### src/rtl/mux_scan_seq.sv
//============================================================================
// Module      : mux_scan_seq
// Description : Channel scan sequencer for an 8:1 mux. Walks the enabled
//               channels of a latched mask in ascending order, holds each
//               select for DWELL cycles, captures the mux output on the last
//               dwell cycle and presents the 8-bit snapshot on a
//               valid/ready handshake.
// Option      : MUX_SCAN_CONT_EN - continuous rescan after each handshake
//               while start is held high.
// Revision    : 1.0 - initial release
//============================================================================
`default_nettype none

module mux_scan_seq #(
  parameter int DWELL = 4
) (
  input  logic       clk,
  input  logic       rst,
  input  logic       start,
  input  logic [7:0] mask,
  output logic [2:0] sel,
  input  logic       x_in,
  output logic       busy,
  output logic [7:0] sample,
  output logic       sample_valid,
  input  logic       sample_ready
);

  // Counter is wide enough to reach DWELL-1; a DWELL of 1 still needs one bit.
  localparam int             CW       = (DWELL > 1) ? $clog2(DWELL) : 1;
  localparam logic [CW-1:0]  CNT_LAST = CW'(DWELL - 1);
  localparam logic [CW-1:0]  CNT_ONE  = CW'(1);

  localparam logic [1:0] S_IDLE  = 2'd0;
  localparam logic [1:0] S_DWELL = 2'd1;
  localparam logic [1:0] S_OUT   = 2'd2;

  logic [1:0]    state;
  logic [1:0]    state_nxt;
  logic [CW-1:0] cnt;
  logic [7:0]    mask_q;

  logic          start_ok;
  logic          dwell_last;
  logic          handshake;
  logic          restart;
  logic [2:0]    first_sel;
  logic [2:0]    relaunch_sel;
  logic [3:0]    next_info;
  logic          next_found;
  logic [2:0]    next_sel;

  // Lowest set bit of a mask; 0 when the mask is empty.
  function automatic logic [2:0] lowest_set(input logic [7:0] m);
    lowest_set = 3'd0;
    for (int i = 7; i >= 0; i--) begin
      if (m[i]) lowest_set = 3'(i);
    end
  endfunction

  // {found, index} of the lowest set bit strictly above cur.
  function automatic logic [3:0] next_set(input logic [7:0] m, input logic [2:0] cur);
    next_set = 4'd0;
    for (int i = 7; i >= 0; i--) begin
      if (m[i] && (i > int'(cur))) next_set = {1'b1, 3'(i)};
    end
  endfunction

  // Decode of the current step: start acceptance, last dwell cycle, next channel.
  always_comb begin
    start_ok     = (state == S_IDLE) && start && (mask != 8'h00);
    dwell_last   = (cnt == CNT_LAST);
    handshake    = (state == S_OUT) && sample_ready;
    first_sel    = lowest_set(mask);
    relaunch_sel = lowest_set(mask_q);
    next_info    = next_set(mask_q, sel);
    next_found   = next_info[3];
    next_sel     = next_info[2:0];
`ifdef MUX_SCAN_CONT_EN
    // start acts as a run level: held high through the handshake keeps scanning.
    restart      = handshake && start;
`else
    restart      = 1'b0;
`endif
  end

  // State register.
  always_ff @(posedge clk or posedge rst) begin
    if (rst) begin
      state <= S_IDLE;
    end else begin
      state <= state_nxt;
    end
  end

  // Next-state logic.
  always_comb begin
    state_nxt = state;
    case (state)
      S_IDLE: begin
        if (start_ok) state_nxt = S_DWELL;
      end
      S_DWELL: begin
        if (dwell_last && !next_found) state_nxt = S_OUT;
      end
      S_OUT: begin
        if (restart)        state_nxt = S_DWELL;
        else if (handshake) state_nxt = S_IDLE;
      end
      default: state_nxt = S_IDLE;
    endcase
  end

  // Outputs decoded from state; the handshake sees valid only in OUT.
  always_comb begin
    busy         = (state == S_DWELL) || (state == S_OUT);
    sample_valid = (state == S_OUT);
  end

  // Scan datapath: mask latch, select walk, dwell counter and capture.
  always_ff @(posedge clk or posedge rst) begin
    if (rst) begin
      mask_q <= 8'h00;
      sel    <= 3'd0;
      cnt    <= '0;
      sample <= 8'h00;
    end else begin
      case (state)
        S_IDLE: begin
          if (start_ok) begin
            mask_q <= mask;
            sample <= 8'h00;
            sel    <= first_sel;
            cnt    <= '0;
          end
        end
        S_DWELL: begin
          if (dwell_last) begin
            // Capture on the final dwell cycle so the mux has settled.
            sample[sel] <= x_in;
            cnt         <= '0;
            if (next_found) sel <= next_sel;
          end else begin
            cnt <= cnt + CNT_ONE;
          end
        end
        S_OUT: begin
          // sel and sample stay frozen for the consumer unless rescanning.
          if (restart) begin
            sample <= 8'h00;
            sel    <= relaunch_sel;
            cnt    <= '0;
          end
        end
        default: begin
          cnt <= '0;
        end
      endcase
    end
  end

endmodule

`default_nettype wire

### config.mk
export PLATFORM = sky130hd
export DESIGN_NAME = mux_scan_seq
export DESIGN_NICKNAME = d
export VERILOG_FILES = /design/src/rtl/mux_scan_seq.sv
export SDC_FILE = /design/constraint.sdc
export NUM_CORES = 1
export LEC_CHECK = 0
export ABC_CLOCK_PERIOD_IN_PS = 2400
export CAP_MARGIN = 20
export CORE_MARGIN = 5
export CORE_UTILIZATION = 25
export CTS_CLUSTER_SIZE = 30
export DETAILED_ROUTE_END_ITERATION = 12
export SKIP_LAST_GASP = 1
export SYNTH_ARGS = -nofsm -noshare
export SYNTH_HDL_FRONTEND = slang
export SYNTH_SLANG_ARGS = --single-unit
### constraint.sdc
create_clock -name clk -period 2.4 [get_ports clk]
set_input_delay 0.6 -clock clk [delete_from_list [all_inputs] [get_ports clk]]
set_output_delay 0.6 -clock clk [all_outputs]
set_load 0.01 [all_outputs]
==> key figures <==
Power and ir drop
  – Worst vdd ir: about 0.35 mV
  – Switching power: 0.00101 W
  – Share of power burned in combinational logic: 0.599
  – Cell internal pwr: between 0.0015 and 0.002 W
  – Switch share: 0.401
  – Leakage power of the design: 0.776 nW
  – Power per standard cell area: approximately 1300 nW/um^2
  – Total power after layout: roughly 0.0025 W
  – Clk pwr share: 0.107
  – Sequential fraction of design power: 0.294

Floorplan
  – Die width: approximately 85 microns
  – Placeable core region: between 5000 and 6000 sq um
  – Total die area: 7170 sq um
  – I/O pin count: 26
  – Overall die height: approximately 85 microns
  – Initial Utilization: 0.255
  – Number of core rows: 27

Synth
  – Yosys reg bits: 22
  – Area share of xor/xnor cells in the synthesized design: 0
  – Average size of a mapped cell: ~9.5 sq um
  – Yosys warns: 0
  – Combinational family with the most area after synthesis: compound AO/OA/AOI/OAI gates
  – Synthesized netlist cell count: ~150
  – Post-synth design cell area: roughly 1400 sq um
  – Post-synthesis compound-gate area fraction: 0.204
  – Mapped Nets: ~160
  – Synth Area in Adders: 0.0359
  – Number of different library cells in the post-synthesis netlist: 41
  – Simple-gate portion of the synthesized area: 0.197
  – Sequential area share after synthesis: 0.395
  – Portion of netlist area occupied by mux cells: 0.105

Setup path
  – Type of origin of the critical path: primary input
  – CP cell instances: clkdlybuf4s50_1 -> or4_4 -> o21ai_4 -> a21oi_1 -> o211ai_1 -> mux2_2
  – Critical Path AT: approximately 2.4 ns
  – R2r startpoint: sel[2]$_DFFE_PP0P_
  – Critical-path cell with the highest stage delay: or4_4
  – Critical path class: in2reg
  – Maximum fanout along the worst path: 4
  – Type of destination of the critical path: flop
  – Family of cells with the greatest summed delay on the critical path: simple AND/OR/NAND/NOR gates
  – Worst path bufs/invs: 1
  – Delay of the slowest cell on the worst path: 0.58 ns
  – First element of the critical path: mask[4]
  – Required time worst endpoint: about 2.6 ns

GRT
  – Number of global-route vias before repair: between 1000 and 1500
  – Global-route wire length before repair: slightly below 6000 microns
  – Most utilized layer in the global route result: met2
  – Met2 track utilization from global routing: 0.157
  – Met1 track demand over resource: 0.124
  – Overall global routing resource usage: 0.0969
  – Maximum number of pins on one net before global-route repair: 23
  – Antenna violations before repair: 0
  – Residual overflow from global routing: 0
  – Met3 demand-to-capacity share in global routing: 0.0304

Route
  – Post-Route WL: ~3200 microns
  – Post-route ant nets: 0
  – Vias per inst: about 4.6
  – Post-detailed-route DRC marker count: 0
  – Pre-Repair DR Iteration Count: 4
  – Detailed Route Iter0 Violations: slightly above 60
  – Overall via count from detail_route: 1197
  – WL/cell: around 12 microns

Placement
  – Buffers added on ports: 25
  – Last weighted congestion value of the routability-driven placer: between 0.8 and 0.9
  – Placed wire-length estimate after detailed placement: 2520 microns

Timing
  – Worst-case headroom to the max-slew limit: 0.723
  – Pin slew with the least headroom to its limit: ~0.42 ns
  – Setup repair after global routing missed its margin: no
  – Fin crit period: between 2 and 2.5 ns
  – Final setup violating endpoints: 0
  – Final hold violations: 0
  – Clock Skew: just under 0.004 ns
  – Max-slew violation count: 0
  – Period Utilization, post-route: 0.937
  – Achievable Freq: ~0.44 GHz
  – Setup_tns: 0 ns

Run
  – Max-cap violations: 0

Layout
  – Utilization after layout: 0.344
  – Number of fill cells in the layout: 603
  – Final-stage net count: around 210
  – Syn-to-layout area delta: 34.9%
  – Number of antenna cells inserted: 0
  – Proportion of layout cells with a drive suffix above 1: 0.230

Clocking
  – Largest buffer count on any clock path: 2
  – Clk sink count: 22
  – Clock latency at the later pin of the worst-skew pair: between 0.2 and 0.3 ns
  – CTS buffer count: 3
  – Root buffer cell: clkbuf_8
  – Maximum level of the CTS H-tree: 1
  – Post-CTS setup buffer count: 0
  – Number of gates resized after CTS: 0
  – Number of buffers inserted for hold repair after clock tree synthesis: 0
  – Clock transition at the registers of the reported paths: 0.08 ns
  – TritonCTS clock tree: done

Min path
  – Hold path start: mask_q[1]$_DFFE_PP0P_
  – Path class of the lowest-slack min-delay path: reg2reg

Run status
  – Run status: finished clean
## cell type report
type	instances	area (sq um)	area share
clock buffer	4	55.1	0.0293
sequential	22	551	0.293
tap	72	90.1	0.0479
multi-input combinational	106	756	0.402
timing repair buffer	43	385	0.205
inverter	12	45.0	0.0239
## Yosys cell counts
library cell | instances | area, sq um
dfrtp_1 | 22 | 551
a21oi_1 | 12 | 60.1
inv_1 | 12 | 45.0
nor2_1 | 11 | 41.3
mux2_2 | 9 | 101
nand2_1 | 8 | 30.0
nand2b_1 | 8 | 50.1
o21ai_0 | 7 | 35.0
o22ai_1 | 7 | 43.8
ha_1 | 4 | 50.1
nand3b_1 | 4 | 30.0
mux2i_1 | 3 | 30.0
nand3_1 | 3 | 15.0
o2bb2ai_1 | 3 | 26.3
a31oi_1 | 2 | 12.5
buf_4 | 2 | 15.0
clkbuf_1 | 2 | 7.51
nor2b_1 | 2 | 12.5
nor3_1 | 2 | 10.0
or3_1 | 2 | 12.5
or4_4 | 2 | 22.5
a211o_4 | 1 | 17.5
a21oi_2 | 1 | 8.76
a221oi_1 | 1 | 8.76
a2bb2oi_1 | 1 | 8.76
a32oi_1 | 1 | 8.76
and2_1 | 1 | 6.26
buf_2 | 1 | 5.00
buf_6 | 1 | 11.3
clkbuf_2 | 1 | 5.00
mux2_4 | 1 | 15.0
nand2_2 | 1 | 6.26
nor4b_1 | 1 | 8.76
nor4b_2 | 1 | 15.0
o211ai_1 | 1 | 7.51
o21ai_4 | 1 | 16.3
o21ba_2 | 1 | 10.0
o311ai_0 | 1 | 8.76
o32a_2 | 1 | 11.3
or2_2 | 1 | 6.26
or3b_2 | 1 | 8.76
## layout by cell type, fill, tap and decap left out, drive strengths merged, types with 4 or more instances in the layout
cell / netlist / final
inv: 12 / 12
buf: 4 / 18
ha: 4 / 4
nand2: 9 / 9
nand3b: 4 / 4
mux2: 10 / 10
o22ai: 7 / 7
nor2: 11 / 11
nand2b: 8 / 8
a21oi: 13 / 13
clkdlybuf4s50: 0 / 25
dfrtp: 22 / 22
clkbuf: 3 / 4
o21ai: 8 / 8
## worst paths after layout
kind                                          to  slack [ns]  cells after the start
setup reg to reg            state[0]$_DFFE_PP0P_        0.35                      6
hold reg to reg            mask_q[1]$_DFFE_PP0P_        0.51                      1
min in group asynchronous  sample[7]$_DFFE_PP0P_        0.66                      3
setup / recovery            state[0]$_DFFE_PP0P_        0.15                      6
max in group asynchronous  mask_q[3]$_DFFE_PP0P_        1.51                      3
hold / removal             mask_q[1]$_DFFE_PP0P_        0.51                      1
## sequential cells by signal (all words and copies together) (netlist names)
register	flops
cnt	2
sample	8
state	2
mask_q	7
sel	3
## logic make-up (layout without fill, tap and decap cells)
kind of cell / after synthesis / after routing
and+or+nand+nor: 48 / 48
AOI/OAI and AO/OA: 41 / 41
muxes: 13 / 13
adders and majority gates: 4 / 4
DFF: 22 / 22
buffers and inverters: 19 / 59
## metrics by stage
stage | hold WS, ns | instances | setup slack (ns) | area [sq um]
3_5_place_dp | 0.500 | 255 | -0.120 | 1830
2_1_floorplan | 0.480 | 147 | 0.394 | 1400
5_1_grt | 0.537 | 259 | 0.0868 | 1880
4_1_cts | 0.519 | 259 | 0.151 | 1880
6_report | 0.514 | 259 | 0.151 | 1880
3_3_place_gp | 0.495 | 255 | -0.0987 | 1830
## power groups by stage
| stage | registers (W) | clock network, W | logic, W |
|---|---|---|---|
| final | 0.000738 | 0.000268 | 0.00150 |
| after global routing | 0.000777 | 0.000300 | 0.00168 |
| after CTS | 0.000739 | 0.000279 | 0.00152 |
| after detailed placement | 0.000748 | 0 | 0.00152 |
| after global placement | 0.000747 | 0 | 0.00150 |
| after floorplan | 0.000699 | 0 | 0.00105 |
## worst register-to-register path, stage by stage, from the launching register on
cell	delay (ns)
dfrtp_1	0.51
or2_2	0.36
o22ai_1	0.25
nor4b_2	0.09
buf_4	0.17
o211ai_1	0.20
mux2_2	0.36
## per-layer routing
layer | vias to the layer above | wire [microns]
li1 | 606 | -
met1 | 562 | 1490
met2 | 27 | 1530
met3 | 2 | 182
met4 | 0 | 18
met5 | - | 0
No activity file was read; power rests on OpenSTA's default activity.
